===== src/rtl/ttseq_pkg.sv =====
// ttseq_pkg: shared types and helpers for the truth-table sequencer.
//   ttseq_state_t : sequencer FSM state encoding (2 bits)
//   SETTLE_W      : width of the settle down-counter (holds up to 15)
//   last_vec()    : all-ones terminal vector for a given input width
package ttseq_pkg;

  typedef enum logic [1:0] {
    ST_IDLE   = 2'd0,
    ST_SETTLE = 2'd1,
    ST_SAMPLE = 2'd2,
    ST_FINISH = 2'd3
  } ttseq_state_t;

  localparam int SETTLE_W = 4;

  // Terminal vector of a sweep: n ones in the low bits (n is 1..8).
  function automatic logic [7:0] last_vec(input int unsigned n);
    logic [8:0] t;
    t = (9'd1 << n) - 9'd1;
    return t[7:0];
  endfunction

endpackage


===== src/rtl/ttseq_settle_timer.sv =====
// ttseq_settle_timer: settle-time down-counter for the sequencer.
//   clk, rst_n : clock, asynchronous active-low reset
//   load       : load counter with load_val (has priority over dec)
//   load_val   : value loaded on load
//   dec        : decrement by one while non-zero
//   zero       : counter currently equals zero
module ttseq_settle_timer
  import ttseq_pkg::*;
(
  input  logic                clk,
  input  logic                rst_n,
  input  logic                load,
  input  logic [SETTLE_W-1:0] load_val,
  input  logic                dec,
  output logic                zero
);

  logic [SETTLE_W-1:0] cnt_r;

  // Down-counter register: load wins over decrement, never wraps below zero.
  always_ff @(posedge clk or negedge rst_n) begin
    if (!rst_n) begin
      cnt_r <= '0;
    end else if (load) begin
      cnt_r <= load_val;
    end else if (dec && (cnt_r != '0)) begin
      cnt_r <= cnt_r - {{(SETTLE_W-1){1'b0}}, 1'b1};
    end else begin
      cnt_r <= cnt_r;
    end
  end

  assign zero = (cnt_r == '0);

endmodule


===== src/rtl/truth_table_sequencer.sv =====
// truth_table_sequencer: sweeps in_vec through 0..2^N_IN-1, holds each vector
// for SETTLE cycles, then compares res_a against res_b and counts mismatches.
//   clk, rst_n    : clock, asynchronous active-low reset
//   start         : begins a sweep when idle
//   in_vec        : vector driven to both implementations under test
//   res_a, res_b  : results of the two implementations
//   busy, done    : sweep in progress / one-cycle completion pulse
//   mismatch_cnt  : number of mismatching vectors in the last sweep
//   first_bad     : first mismatching vector (meaningful when err=1)
//   err           : at least one mismatch in the last sweep
// Build option: define TTSEQ_STOP_ON_MISMATCH_EN to end the sweep at the first
// mismatch, leaving in_vec on the failing vector.
module truth_table_sequencer
  import ttseq_pkg::*;
#(
  parameter int N_IN   = 2,
  parameter int SETTLE = 1
) (
  input  logic            clk,
  input  logic            rst_n,
  input  logic            start,
  output logic [N_IN-1:0] in_vec,
  input  logic            res_a,
  input  logic            res_b,
  output logic            busy,
  output logic            done,
  output logic [N_IN:0]   mismatch_cnt,
  output logic [N_IN-1:0] first_bad,
  output logic            err
);

  localparam logic [7:0]          LAST_FULL   = last_vec(N_IN);
  localparam logic [N_IN-1:0]     LAST_VEC    = LAST_FULL[N_IN-1:0];
  localparam logic [SETTLE_W-1:0] SETTLE_LOAD = SETTLE_W'(SETTLE - 1);
  localparam logic [N_IN-1:0]     VEC_ONE     = {{(N_IN-1){1'b0}}, 1'b1};
  localparam logic [N_IN:0]       CNT_ONE     = {{N_IN{1'b0}}, 1'b1};

  ttseq_state_t    state_r, state_s;
  logic [N_IN-1:0] vec_r, vec_s;
  logic [N_IN:0]   cnt_r, cnt_s;
  logic [N_IN-1:0] first_bad_r, first_bad_s;
  logic            err_r, err_s;
  logic            done_r, busy_r;
  logic            load_s, dec_s, zero_s, mismatch_s, stop_s;

  ttseq_settle_timer u_timer (
    .clk      (clk),
    .rst_n    (rst_n),
    .load     (load_s),
    .load_val (SETTLE_LOAD),
    .dec      (dec_s),
    .zero     (zero_s)
  );

  assign mismatch_s = res_a ^ res_b;

  // Next-state, vector and result-register logic.
  always_comb begin
    state_s     = state_r;
    vec_s       = vec_r;
    cnt_s       = cnt_r;
    first_bad_s = first_bad_r;
    err_s       = err_r;
    load_s      = 1'b0;
    dec_s       = 1'b0;
`ifdef TTSEQ_STOP_ON_MISMATCH_EN
    stop_s      = mismatch_s;
`else
    stop_s      = 1'b0;
`endif
    case (state_r)
      ST_IDLE: begin
        if (start) begin
          vec_s       = '0;
          cnt_s       = '0;
          first_bad_s = '0;
          err_s       = 1'b0;
          load_s      = 1'b1;
          state_s     = ST_SETTLE;
        end else begin
          state_s = ST_IDLE;
        end
      end
      ST_SETTLE: begin
        if (zero_s) begin
          state_s = ST_SAMPLE;
        end else begin
          dec_s = 1'b1;
        end
      end
      ST_SAMPLE: begin
        if (mismatch_s) begin
          cnt_s = cnt_r + CNT_ONE;
          if (!err_r) begin
            first_bad_s = vec_r;
            err_s       = 1'b1;
          end else begin
            first_bad_s = first_bad_r;
          end
        end else begin
          cnt_s = cnt_r;
        end
        // Terminal test is against all-ones so in_vec never wraps.
        if ((vec_r == LAST_VEC) || stop_s) begin
          state_s = ST_FINISH;
        end else begin
          vec_s   = vec_r + VEC_ONE;
          load_s  = 1'b1;
          state_s = ST_SETTLE;
        end
      end
      ST_FINISH: begin
        // start here is deliberately not looked at.
        state_s = ST_IDLE;
      end
      default: begin
        state_s = ST_IDLE;
      end
    endcase
  end

  // State and result registers; done/busy are registered from the next state.
  always_ff @(posedge clk or negedge rst_n) begin
    if (!rst_n) begin
      state_r     <= ST_IDLE;
      vec_r       <= '0;
      cnt_r       <= '0;
      first_bad_r <= '0;
      err_r       <= 1'b0;
      done_r      <= 1'b0;
      busy_r      <= 1'b0;
    end else begin
      state_r     <= state_s;
      vec_r       <= vec_s;
      cnt_r       <= cnt_s;
      first_bad_r <= first_bad_s;
      err_r       <= err_s;
      done_r      <= (state_s == ST_FINISH);
      busy_r      <= (state_s != ST_IDLE);
    end
  end

  assign in_vec       = vec_r;
  assign mismatch_cnt = cnt_r;
  assign first_bad    = first_bad_r;
  assign err          = err_r;
  assign done         = done_r;
  assign busy         = busy_r;

endmodule


===== config.mk =====
export PLATFORM = sky130hd
export DESIGN_NAME = truth_table_sequencer
export DESIGN_NICKNAME = d
export VERILOG_FILES = /design/src/rtl/ttseq_pkg.sv /design/src/rtl/ttseq_settle_timer.sv /design/src/rtl/truth_table_sequencer.sv
export SDC_FILE = /design/constraint.sdc
export NUM_CORES = 1
export LEC_CHECK = 0
export CAP_MARGIN = 20
export CORE_MARGIN = 2
export CORE_UTILIZATION = 35
export DETAILED_ROUTE_END_ITERATION = 8
export GPL_TIMING_DRIVEN = 0
export PLACE_DENSITY_LB_ADDON = 0.12
export SETUP_SLACK_MARGIN = 0.1
export SYNTH_ARGS = -nofsm -noshare
export SYNTH_HDL_FRONTEND = slang
export SYNTH_SLANG_ARGS = --single-unit

===== constraint.sdc =====
create_clock -name clk -period 1.4 [get_ports clk]
set_input_delay 0.21 -clock clk [delete_from_list [all_inputs] [get_ports clk]]
set_output_delay 0.21 -clock clk [all_outputs]
set_load 0.01 [all_outputs]

======== Word level (Yosys, flattened, before mapping) ========
Index checks and enable logic that the tools add are counted.
operators by class
  bitwise operators ....................... 1
  reductions and logical operators ........ 10
  eq/ne operators ......................... 9
  multiplexer cells ....................... 23
  add/sub/neg operators ................... 3
operators with widths
  cell                                                                count
  2-bit two-way mux                                                   6
  2-bit == test, second input constant                                4
  4-bit two-way mux                                                   2
  2-bit inequality test, second input constant                        4
  2-bit case mux with 2 select lines                                  2
  2-bit case mux with 4 select lines                                  1
  1-bit two-way mux                                                   7
  3-bit two-way mux                                                   2
  3-bit case mux with 2 select lines                                  1
  3-bit AND reduction                                                 2
  2-bit nonzero test                                                  3
  4-bit logical NOT                                                   1
  1-bit case mux with 2 select lines                                  2
  4-bit AND reduction                                                 1
  4-bit nonzero test                                                  1
  4-bit by 1-bit subtractor with 4-bit output, second input constant  1
  3-bit by 1-bit adder with 3-bit output, second input constant       1
  2-bit by 1-bit adder with 2-bit output, second input constant       1
  2-bit by 1-bit == test with 1-bit output, second input constant     1
  2-bit logical NOT                                                   1
  1-bit logical AND                                                   1
  1-bit XOR                                                           1
word-level totals
  input port bits ......................... 5
  word-level logic and storage cells ...... 54
  flip-flop bits (word level) ............. 16
  output and inout bits ................... 10

======== Longest topological paths before layout ========
Gate-level depths: netlist of run 1.
  word-level depth ........................ 6
  gate-level depth with buffers ........... 6
  gate-level depth less buffers ........... 6

======== Cells and area by module ========
A second synthesis of run 1 with hierarchy kept.
second synthesis, totals
  cell total of the unflattened synthesis .. 89
  area, all modules ....................... 902.1 sq um
by module, submodules not included
  module                 sequential area each (sq um)  instances  cells each  area an instance (sq um)
  truth_table_sequencer  300.3                         1          62          631.9
  ttseq_settle_timer     100.1                         1          27          270.3

======== Least setup slack after synthesis of run 1 ========
Ideal clock, no wire load.
  path kind ............................... flip-flop to flip-flop
  from .................................... reg u_timer.cnt_r[0]
  to ...................................... reg u_timer.cnt_r[2]
  setup time .............................. 0.083 ns
  stages on the path, launching flop included .. 7
  arrival time ............................ 1.220 ns
  buffers on the path ..................... 0
  data required time ...................... 1.317 ns
  setup slack ............................. 0.098 ns
  clock period less this slack ............ 1.302 ns
  cells stage by stage .................... dfrtp_1 > inv_1 > ha_1 > or3b_4 > nand3_1 > nand3_1 > o21ai_0
between the ends
  longest elaborated chain between the ends .. 5
  elaborated cells between the ends (all ways) .. 9
  those cells by class .................... add/sub (1); mux (4); reduce/logical (4)
RTL lines
  item                                                                                                 RTL line                  text
  from (decl)                                                                                          ttseq_settle_timer.sv:18  logic [SETTLE_W-1:0] cnt_r;
  from (signal assigned)                                                                               ttseq_settle_timer.sv:25  cnt_r <= load_val;
  from (signal assigned)                                                                               ttseq_settle_timer.sv:27  cnt_r <= cnt_r - {{(SETTLE_W-1){1'b0}}, 1'b1};
  from (signal assigned)                                                                               ttseq_settle_timer.sv:29  cnt_r <= cnt_r;
  parallel branches: the longest is 5 deep, another holds 4-bit by 1-bit subtractor with 4-bit output  -
Several ways; the timed one is not identified. The select of a mux whose other input is x is not followed.
A chain may end at the register's enable or synchronous reset.

======== Worst setup path after layout of run 1 ========
  from .................................... reg vec_r[0] (netlist: in_vec[0])
  to ...................................... reg u_timer.cnt_r[2]
between the ends
  longest elaborated chain between the ends .. 4
  elaborated cells between the ends (all ways) .. 5
  those cells by class .................... eq/ne (1); mux (3); reduce/logical (1)
RTL lines
  item                                                            RTL line                      text
  from (decl)                                                     truth_table_sequencer.sv:39   logic [N_IN-1:0] vec_r, vec_s;
  from (signal assigned)                                          truth_table_sequencer.sv:134  vec_r <= vec_s;
  2-bit == test *                                                 truth_table_sequencer.sv:104  if ((vec_r == LAST_VEC) || stop_s) begin
  1-bit two-way mux *                                             truth_table_sequencer.sv:104
  1-bit case mux with 2 select lines *                            truth_table_sequencer.sv:71   case (state_r)
  4-bit two-way mux / 2-bit nonzero test (equally long branches)  -
Mark *: on every way between the ends. The rest lies on a longest branch, timed or not.

==> flow_summary.yaml, run 1 <==
global_route:
  largest_net_degree_at_the_start_of_global_routing: 17
  grt_usage: 0.1370
  globalRoute.totalOverflow: 0
  initial_antenna_violation_count: 0
  vias_in_the_first_global_route: 667
  first_pass_grt_wire_length_um: 2711
die:
  io_pins: 15
  die_area_um2: 2702
  core-area_um2: 2191
  die_width_um: 51.98
  row_count: 17
  die-height_um: 51.98
  initial_core_util: 0.3678
setup_path:
  crit_arrival_ns: 1.50
  worst_setup_path_end_kind: "register"
  crit_fanout: 5
  path_type_of_the_worst_setup_path: "reg -> reg"
  startpoint_type_of_the_worst_setup_path: "register"
  crit_required_ns: 1.57
sta:
  grt_setup_unrepaired: "true"
  min_period_over_period: 0.9524
  max_slew.worst_pin.slew_ns: 0.7100
  timing.final.hold_violations: 0
  final-setup-viol-count: 0
  fmax_mhz: 750.0
  fin_tns_setup_ns: 0
  maxSlewViolCount: 0
  timing.max_slew.rel_slack: 0.5252
  finClkSkew_ns: 0.005688
  min_period_ns: 1.333
clock_tree:
  h-tree-depth: 1
  clock-root-buffer: "sky130_fd_sc_hd__clkbuf_4"
  cts-root-to-sink-buffers: 2
  tritoncts: "done"
  clk_pin_slew_worst_paths_ns: 0.09
  cts_buffers: 3
  tritoncts_num_sinks: 16
  hold_buffers: 0
  worst_skew_pair.late_latency_ns: 0.28
logic_synthesis:
  ys_seq_area_frac: 0.4969
  yosys.area.top_type_share: 0.4969
  synth_cell_types: 27
  mappedNetlistArea_um2: 805.8
  synth.avg_cell_area_um2: 10.74
  ys.warnings.count: 0
  ys_seq_elements: 16
  synth_nets: 83
  netlist_instances: 75
  netlist_top_cells_area: "sky130_fd_sc_hd__dfrtp_1 (50%), sky130_fd_sc_hd__nand3_1 (5.0%), sky130_fd_sc_hd__ha_1 (4.7%)"
  synthDominantAreaCellType: "sky130_fd_sc_hd__dfrtp_1"
drt:
  routed_via_density: 4.800
  route.detailed.drc: 0
  dr_total_vias: 648
  drt_first_pass_iters: 3
  routed_wl_um: 1601
  wirelength_per_cell_um: 11.86
  drtAntennaViolNets: 0
  first_iter_violations: 2
final_layout:
  fraction_of_layout_instances_using_a_drive_strength_above_1: 0.3551
  fillerInstances: 195
  syn_to_final_growth_pct: 44.88
  antenna-diode-count: 0
  multiInputGateArea_um2: 421.7
  final_nets: 117
  final_instance_area_um2: 1167
  register_area_um2: 400.4
power_and_ir_drop:
  total_power_mw: 1.893
  ir_drop_uv: 866.9
  p_leak_nw: 0.5900
  power_density_nw_per_um2: 1621
outcome:
  outcome: "finished, final reports clean"
placed_design:
  place_congestion: 0.6675
  detailed_place.area_um2: 980.9
  placement.io_buffers: 14
  post-dp-hpwl_um: 1066
hold_path:
  hold_path.class: "in -> async"
flow_run:
  maxCapViolations: 0
power by group:
group	total, mW	switching, mW	internal [mW]
Sequential	0.649	0.0638	0.585
Combinational	1.01	0.476	0.534
Clock	0.233	0.133	0.0998
critical path, cell delays in order (launching register included):
cell and delay (ns):
sky130_fd_sc_hd__dfrtp_1 0.41, sky130_fd_sc_hd__buf_6 0.13, sky130_fd_sc_hd__ha_4 0.16, sky130_fd_sc_hd__nand2b_4 0.13
sky130_fd_sc_hd__a21o_1 0.23, sky130_fd_sc_hd__nand3_1 0.10, sky130_fd_sc_hd__o21ai_1 0.06
registers in the layout, summed over array words and instances, names as in the netlist:
register       cells
mismatch_cnt       3
busy               1
first_bad          2
done               1
in_vec             2
err                1
u_timer.cnt_r      4
state_r            2
metrics by stage:
| step | util | cells | hold slack [ns] | worst slack (ns) |
|---|---|---|---|---|
| after global placement | 0.4477 | 117 | 0.4667 | -0.1837 |
| after global routing | 0.5328 | 135 | 0.4094 | -0.002748 |
| after floorplan | - | 75 | -0.08559 | 0.09767 |
| final | 0.5328 | 135 | 0.3473 | 0.06661 |
| after CTS | 0.5168 | 132 | 0.3980 | 0.0008820 |
| after detailed placement | 0.4477 | 117 | 0.4679 | -0.2022 |
path summary, 6_finish.rpt:
check	from	end	slack, ns	cells after the start
worst max-delay path	in_vec[0]	u_timer.cnt_r[2]	0.07	6
worst min-delay path	rst_n	first_bad[0]	0.35	1
worst max register to register	in_vec[0]	u_timer.cnt_r[2]	0.07	6
worst min register to register	mismatch_cnt[2]	mismatch_cnt[2]	0.47	1
max in group asynchronous	rst_n	state_r[1]	0.60	1
min in group clk	mismatch_cnt[2]	mismatch_cnt[2]	0.47	1
cell type report:
cell class / count / share of cell area
tap: 28 / 0.03001
multi-input combinational: 53 / 0.3612
sequential: 16 / 0.3430
clock buffer: 3 / 0.01929
inverter: 4 / 0.01501
timing repair buffer: 29 / 0.2186
buffer: 2 / 0.01286
cells in the mapped netlist:
| cell type | instances |
|---|---|
| sky130_fd_sc_hd__dfrtp_1 | 16 |
| sky130_fd_sc_hd__nand2_1 | 8 |
| sky130_fd_sc_hd__nand3_1 | 8 |
| sky130_fd_sc_hd__a22o_1 | 4 |
| sky130_fd_sc_hd__inv_1 | 4 |
| sky130_fd_sc_hd__nor2_1 | 4 |
| sky130_fd_sc_hd__ha_1 | 3 |
| sky130_fd_sc_hd__mux2i_1 | 3 |
| sky130_fd_sc_hd__o21ai_1 | 3 |
| sky130_fd_sc_hd__buf_4 | 2 |
| sky130_fd_sc_hd__nand2_2 | 2 |
| sky130_fd_sc_hd__nand2b_1 | 2 |
| sky130_fd_sc_hd__nor3_1 | 2 |
| sky130_fd_sc_hd__a21o_1 | 1 |
| sky130_fd_sc_hd__a21oi_1 | 1 |
| sky130_fd_sc_hd__a31o_2 | 1 |
| sky130_fd_sc_hd__and2_1 | 1 |
| sky130_fd_sc_hd__and2b_2 | 1 |
| sky130_fd_sc_hd__mux2_2 | 1 |
| sky130_fd_sc_hd__mux2_4 | 1 |
| sky130_fd_sc_hd__nand3_2 | 1 |
| sky130_fd_sc_hd__nor2_4 | 1 |
| sky130_fd_sc_hd__nor2b_4 | 1 |
| sky130_fd_sc_hd__o21ai_0 | 1 |
| sky130_fd_sc_hd__o21bai_1 | 1 |
| sky130_fd_sc_hd__or3b_4 | 1 |
| sky130_fd_sc_hd__xor2_2 | 1 |
layout by cell type, fill, tap and decap left out, types with 2 or more instances in the layout:
cell type and n:
sky130_fd_sc_hd__mux2_4 2, sky130_fd_sc_hd__nand2_1 8, sky130_fd_sc_hd__buf_6 3, sky130_fd_sc_hd__clkbuf_4 3
sky130_fd_sc_hd__mux2i_1 3, sky130_fd_sc_hd__nand3_1 5, sky130_fd_sc_hd__a22o_1 4, sky130_fd_sc_hd__nand3_2 4
sky130_fd_sc_hd__dlygate4sd2_1 9, sky130_fd_sc_hd__clkdlybuf4s50_1 4, sky130_fd_sc_hd__o21ai_1 4, sky130_fd_sc_hd__nor2_1 4
sky130_fd_sc_hd__buf_4 14, sky130_fd_sc_hd__inv_1 3, sky130_fd_sc_hd__dfrtp_1 16, sky130_fd_sc_hd__nor3_1 2
logic make-up (layout without fill, tap and decap cells):
| group | after synthesis | count (layout) | share of synthesized area |
|---|---|---|---|
| adders and majority gates | 3 | 3 | 0.04659 |
| DFF | 16 | 16 | 0.4969 |
| AOI/OAI and AO/OA | 12 | 12 | 0.1040 |
| xor gates and xnor gates | 1 | 1 | 0.02019 |
| and+or+nand+nor | 32 | 32 | 0.2252 |
| muxes | 5 | 5 | 0.06987 |
| buffers and inverters | 6 | 38 | 0.03726 |
layer usage:
metal / wire, um / GRT usage
met5: 0 / 0
met4: 27 / 0.08772
met3: 57 / 0.02874
met2: 858 / 0.2405
met1: 657 / 0.1473
what timing repair did:
item / in CTS / in global routing
setup buffers: 12 / 3
resized for setup: 20 / 5
setup endpoints to repair: 16 / 8
pin swaps: 10 / 2
No activity file was read; power rests on OpenSTA's default activity.
==> inputs of run 2 (changes only) <==
--- a/config.mk
+++ b/config.mk
@@ -5,12 +5,11 @@
 export SDC_FILE = /design/constraint.sdc
 export NUM_CORES = 1
 export LEC_CHECK = 0
+export ABC_AREA = 1
 export CAP_MARGIN = 20
-export CORE_MARGIN = 2
 export CORE_UTILIZATION = 35
 export DETAILED_ROUTE_END_ITERATION = 8
 export GPL_TIMING_DRIVEN = 0
-export PLACE_DENSITY_LB_ADDON = 0.12
 export SETUP_SLACK_MARGIN = 0.1
 export SYNTH_ARGS = -nofsm -noshare
 export SYNTH_HDL_FRONTEND = slang
==> flow_summary.yaml, run 2 <==
sta:
  timing.final.hold_violations: 0
  finalHoldWorstSlack_ns: 0.3538
  fmax_mhz: 811.2
  max_slew.worst_pin.slew_ns: 0.7445
  finClkSkew_ns: 0.007841
  min_period_over_period: 0.8805
  fin_tns_setup_ns: 0
  min_period_ns: 1.233
  maxSlewViolCount: 0
  final-setup-viol-count: 0
  grt_setup_unrepaired: "false"
  timing.max_slew.rel_slack: 0.5021
logic_synthesis:
  ys_async_sr_fraction: 1.000
  synthDominantAreaCellType: "sky130_fd_sc_hd__dfrtp_1"
  synth_cell_types: 20
  netlist_top_cells_area: "sky130_fd_sc_hd__dfrtp_1 (49%), sky130_fd_sc_hd__nand2_1 (11%), sky130_fd_sc_hd__nand3_1 (7.9%)"
  yosys.area.top_type_share: 0.4878
  most_frequent_cell_after_synthesis: "sky130_fd_sc_hd__nand2_1"
  ys_seq_elements: 16
  netlist_instances: 95
  synth_common_cells: "sky130_fd_sc_hd__nand2_1 (23), sky130_fd_sc_hd__dfrtp_1 (16), sky130_fd_sc_hd__nand3_1 (13)"
  synth_nets: 103
  synth-edff-count: 0
  synth.avg_cell_area_um2: 8.640
  ys_dominant_reg_cell: "sky130_fd_sc_hd__dfrtp_1"
  ys.warnings.count: 0
  mappedNetlistArea_um2: 820.8
  ys_seq_area_frac: 0.4878
die:
  io_pins: 15
  initial_core_util: 0.3710
  row_count: 17
  die-height_um: 50.43
  core-area_um2: 2212
  die_area_um2: 2543
  die_width_um: 50.43
drt:
  dr_total_vias: 698
  drtAntennaViolNets: 0
  routed_via_density: 4.685
  route.detailed.drc: 0
  first_iter_violations: 9
  drt_first_pass_iters: 4
  wirelength_per_cell_um: 10.59
  routed_wl_um: 1578
setup_path:
  timing.reg2reg.setup_slack_ns: 0.19
  reg2regPathDepth: 7
  worst_setup_path_endpoint: "in_vec[1]"
  startpoint_type_of_the_worst_setup_path: "register"
  timing.critical_path.slowest_stage_cell: "sky130_fd_sc_hd__dfrtp_1"
  crit_arrival_ns: 1.02
  crit_path_start: "in_vec[1]"
  crit_path_max_incr_delay_ns: 0.44
  crit_required_ns: 1.19
  path_type_of_the_worst_setup_path: "reg -> out"
  crit_chain: "dlygate4sd2_1"
  family_of_cells_with_the_greatest_summed_delay_on_the_critical_path: "flip-flops"
  worst_setup_path_end_kind: "output pin"
  rr_endpoint: "u_timer.cnt_r[3]"
  path_buf_inv: 1
  crit_fanout: 4
  timing.critical_path.depth: 1
  regToRegStartpoint: "u_timer.cnt_r[0]"
clock_tree:
  cts_buffers: 3
  cts-root-to-sink-buffers: 2
  worst_skew_pair.late_latency_ns: 0.28
  h-tree-depth: 1
  tritoncts: "done"
  clk_pin_slew_worst_paths_ns: 0.10
  clock-root-buffer: "sky130_fd_sc_hd__clkbuf_4"
  tritoncts_num_sinks: 16
power_and_ir_drop:
  power_density_nw_per_um2: 1540
  power.share.sequential: 0.398
  clockPowerShare: 0.176
  ir_drop_uv: 701.5
  p_leak_nw: 0.5862
  power_frac_comb: 0.426
  switching_power_total_mw: 0.6486
  switching_share: 0.3758
  power_report.internal_total_mw: 1.077
  total_power_mw: 1.726
final_layout:
  final_common_cell: "sky130_fd_sc_hd__nand2_1"
  flip_flop_count_of_the_largest_register_all_copies_and_words_added: 4
  register_area_um2: 400.4
  largest-register: "u_timer.cnt_r"
  fillerInstances: 227
  multiInputGateArea_um2: 411.6
  final_nets: 130
  syn_to_final_growth_pct: 36.59
  layout.cells.most_common_list: "sky130_fd_sc_hd__nand2_1 (22), sky130_fd_sc_hd__dfrtp_1 (16), sky130_fd_sc_hd__nand3_1 (12), sky130_fd_sc_hd__inv_1 (9), sky130_fd_sc_hd__dlygate4sd2_1 (9)"
  antenna-diode-count: 0
  fraction_of_layout_instances_using_a_drive_strength_above_1: 0.2645
hold_path:
  hold_path.class: "in -> async"
outcome:
  outcome: "finished, final reports clean"
placed_design:
  place_congestion: 0.7151
  placement.io_buffers: 14
  post-dp-hpwl_um: 1114
global_route:
  globalRoute.totalOverflow: 0
  first_pass_grt_wire_length_um: 2663
  vias_in_the_first_global_route: 657
  grt_usage: 0.1442
  initial_antenna_violation_count: 0
  largest_net_degree_at_the_start_of_global_routing: 17
flow_run:
  maxCapViolations: 0
## run 2: cell count changes after synthesis, moves of 3 or more
| cell | delta |
|---|---|
| sky130_fd_sc_hd__inv_2 | +3 |
| sky130_fd_sc_hd__nand4_1 | +3 |
| sky130_fd_sc_hd__a22o_1 | -4 |
| sky130_fd_sc_hd__inv_1 | +6 |
| sky130_fd_sc_hd__mux2i_1 | -3 |
| sky130_fd_sc_hd__nand2_1 | +15 |
| sky130_fd_sc_hd__nand3_1 | +5 |
## run 2: stage by stage
step / instances / utilization / worst slack [ns] / area (um2)
2_1_floorplan: 95 / - / 0.1877 / 820.8
3_3_place_gp: 137 / 0.4502 / 0.08870 / 996.0
3_5_place_dp: 137 / 0.4502 / 0.09779 / 996.0
4_1_cts: 145 / 0.4847 / 0.005944 / 1072
5_1_grt: 149 / 0.5068 / 0.1100 / 1121
6_report: 149 / 0.5068 / 0.1672 / 1121
## run 2: power groups by stage
stage          combinational (mW)  clock [mW]  sequential, mW
6_report                    0.735       0.303           0.688
5_1_grt                     0.840       0.341           0.705
4_1_cts                     0.719       0.317           0.678
3_5_place_dp                0.648           0           0.714
3_3_place_gp                0.636           0           0.710
2_1_floorplan               0.310           0           0.752
## run 2: logic make-up after synthesis
family                   after synthesis  synth area share
AND/OR/NAND/NOR                       53            0.3293
buffers and inverters                 14           0.06555
adder cells (fa/ha/maj)                3           0.04574
flip-flops                            16            0.4878
XOR/XNOR                               2           0.02135
AO/OA/AOI/OAI                          7           0.05031
## run 2: worst min-delay path by stage
stage,from,to,slack [ns],cells after the start
6_report,rst_n,mismatch_cnt[2],0.35,1
2_1_floorplan,rst_n,busy,-0.09,0
3_5_place_dp,first_bad[1],first_bad[1],0.46,2
4_1_cts,rst_n,mismatch_cnt[2],0.37,1
5_1_grt,rst_n,mismatch_cnt[0],0.41,1
3_3_place_gp,first_bad[0],first_bad[0],0.46,2
## run 2: layout make-up
type	count	share of cell area
multi-input cells	66	0.3672
repair buffers	21	0.1641
clock buffers	4	0.03237
inverters	14	0.04799
flip-flops and latches	16	0.3571
well taps	28	0.03125
## run 2: layer usage
layer | wire, um | share of wire | track usage
met5 | 0 | 0 | 0
met4 | 14 | 0.0089 | 0.08333
met3 | 56 | 0.035 | 0.03939
met2 | 819 | 0.52 | 0.2422
met1 | 688 | 0.44 | 0.1628
## run 2: what timing repair did
item                       4_1_cts  5_1_grt
buffers inserted                 4        3
pin swaps                        1        3
gates resized for setup         13        6
setup endpoints to repair       14        8
hold buffers                     0        0
cloned                           0        1
==> inputs of run 3 (changes only) <==
--- a/config.mk
+++ b/config.mk
@@ -9,7 +9,7 @@
 export CAP_MARGIN = 20
 export CORE_UTILIZATION = 35
 export DETAILED_ROUTE_END_ITERATION = 8
-export GPL_TIMING_DRIVEN = 0
+export GPL_TIMING_DRIVEN = 1
 export SETUP_SLACK_MARGIN = 0.1
 export SYNTH_ARGS = -nofsm -noshare
 export SYNTH_HDL_FRONTEND = slang
==> flow_summary.yaml, run 3 (synthesis results as in run 2) <==
global_route:
  largest_net_degree_at_the_start_of_global_routing: 17
  grt_usage: 0.1393
  vias_in_the_first_global_route: 631
  initial_antenna_violation_count: 0
  first_pass_grt_wire_length_um: 2594
  globalRoute.totalOverflow: 0
setup_path:
  path_type_of_the_worst_setup_path: "reg -> reg"
  path_buf_inv: 2
  crit_required_ns: 1.59
  crit_path_max_incr_delay_ns: 0.39
  family_of_cells_with_the_greatest_summed_delay_on_the_critical_path: "flip-flops"
  timing.critical_path.slowest_stage_cell: "sky130_fd_sc_hd__dfrtp_1"
  worst_setup_path_end_kind: "register"
  crit_arrival_ns: 1.39
  crit_fanout: 5
  startpoint_type_of_the_worst_setup_path: "register"
  crit_chain: "inv_1 > ha_2 > nand2_2 > nand2_4 > clkinv_2 > nand3_2 > nand2_1"
final_layout:
  final_cell_count_without_fillers: 148
  final_common_cell: "sky130_fd_sc_hd__nand2_1"
  final_instance_area_um2: 1112
  fraction_of_layout_instances_using_a_drive_strength_above_1: 0.2583
  flip_flop_count_of_the_largest_register_all_copies_and_words_added: 4
  antenna-diode-count: 0
  finish.utilization: 0.5028
  syn_to_final_growth_pct: 35.52
  largest-register: "u_timer.cnt_r"
  final_nets: 130
  layout.cells.most_common_list: "sky130_fd_sc_hd__nand2_1 (22), sky130_fd_sc_hd__dfrtp_1 (16), sky130_fd_sc_hd__nand3_1 (11), sky130_fd_sc_hd__inv_1 (10), sky130_fd_sc_hd__dlygate4sd2_1 (9)"
die:
  die-height_um: 50.43
  die_area_um2: 2543
  io_pins: 15
  die_width_um: 50.43
  core-area_um2: 2212
  initial_core_util: 0.3710
  row_count: 17
clock_tree:
  clock-root-buffer: "sky130_fd_sc_hd__clkbuf_4"
  worst_skew_pair.late_latency_ns: 0.28
  hold_buffers: 0
  cts-root-to-sink-buffers: 2
  clk_pin_slew_worst_paths_ns: 0.10
  tritoncts_num_sinks: 16
  tritoncts: "done"
  h-tree-depth: 1
  cts_buffers: 3
power_and_ir_drop:
  total_power_mw: 1.665
  power_density_nw_per_um2: 1497
  p_leak_nw: 0.5797
  ir_drop_uv: 567.9
placed_design:
  detailed_place.area_um2: 1003
  post_place_cells: 138
  place_congestion: 0.7129
  placement.io_buffers: 14
  post-place-ws_ns: 0.1002
  post-dp-hpwl_um: 1107
sta:
  finalHoldWorstSlack_ns: 0.2391
  timing.max_slew.rel_slack: 0.8026
  timing.final.hold_violations: 0
  maxSlewViolCount: 0
  final-setup-viol-count: 0
  min_period_over_period: 0.8638
  min_period_ns: 1.209
  fin_tns_setup_ns: 0
  max_slew.worst_pin.slew_ns: 0.2961
  worst_slack_setup_final_ns: 0.1907
  finClkSkew_ns: 0.01143
  grt_setup_unrepaired: "false"
  fmax_mhz: 826.9
drt:
  routed_via_density: 4.872
  route.detailed.drc: 0
  drtAntennaViolNets: 0
  dr_total_vias: 721
  wirelength_per_cell_um: 11.46
  first_iter_violations: 13
  routed_wl_um: 1696
  drt_first_pass_iters: 4
flow_run:
  maxCapViolations: 0
hold_path:
  hold_path.class: "in -> async"
outcome:
  outcome: "finished, final reports clean"
[run 3: cell types whose count changed in the layout (fill, tap and decap cells not counted)]
| cell | delta |
|---|---|
| sky130_fd_sc_hd__clkbuf_8 | -1 |
| sky130_fd_sc_hd__inv_2 | -1 |
| sky130_fd_sc_hd__inv_1 | +1 |
| sky130_fd_sc_hd__nand3_1 | -1 |
| sky130_fd_sc_hd__nand3_2 | +1 |
[run 3: worst paths after layout]
check | cells past startpoint | slack, ns | end | startpoint
max | 7 | 0.19 | u_timer.cnt_r[3] | u_timer.cnt_r[0]
min | 2 | 0.24 | u_timer.cnt_r[2] | rst_n
max reg2reg | 7 | 0.19 | u_timer.cnt_r[3] | u_timer.cnt_r[0]
min reg2reg | 2 | 0.48 | first_bad[0] | first_bad[0]
max in group asynchronous | 2 | 0.97 | mismatch_cnt[2] | rst_n
min in group clk | 2 | 0.48 | first_bad[0] | first_bad[0]
[run 3: what timing repair did]
item,4_1_cts,5_1_grt
cloned,0,1
resized for setup,13,6
setup buffers,3,3
pin swaps,1,3
setup endpoints to repair,12,7
[run 3: cell type report]
| class | instances | area [um2] |
|---|---|---|
| Multi-Input combinational cell | 66 | 416.7 |
| Clock buffer | 3 | 22.52 |
| Fill cell | 220 | 1100 |
| Inverter | 14 | 53.80 |
| Tap cell | 28 | 35.03 |
| Sequential cell | 16 | 400.4 |
| Timing Repair Buffer | 21 | 183.9 |
[run 3: routing by layer]
layer / GRT usage / wire, um / vias up
li1: - / - / 364
met5: 0 / 0 / -
met1: 0.1712 / 745 / 338
met2: 0.2289 / 861 / 17
met4: 0.06944 / 15 / 0
met3: 0.03030 / 73 / 2
[run 3: where the power goes]
part           internal, mW  switching (mW)
clock                0.0998           0.139
sequential            0.586          0.0989
combinational         0.329           0.412
total                  1.01           0.650
[run 3: worst register-to-register path, stage by stage (launching register included)]
cell and delay, ns:
sky130_fd_sc_hd__dfrtp_1 0.39, sky130_fd_sc_hd__inv_1 0.10, sky130_fd_sc_hd__ha_2 0.22, sky130_fd_sc_hd__nand2_2 0.10, sky130_fd_sc_hd__nand2_4 0.12, sky130_fd_sc_hd__clkinv_2 0.07, sky130_fd_sc_hd__nand3_2 0.06, sky130_fd_sc_hd__nand2_1 0.05
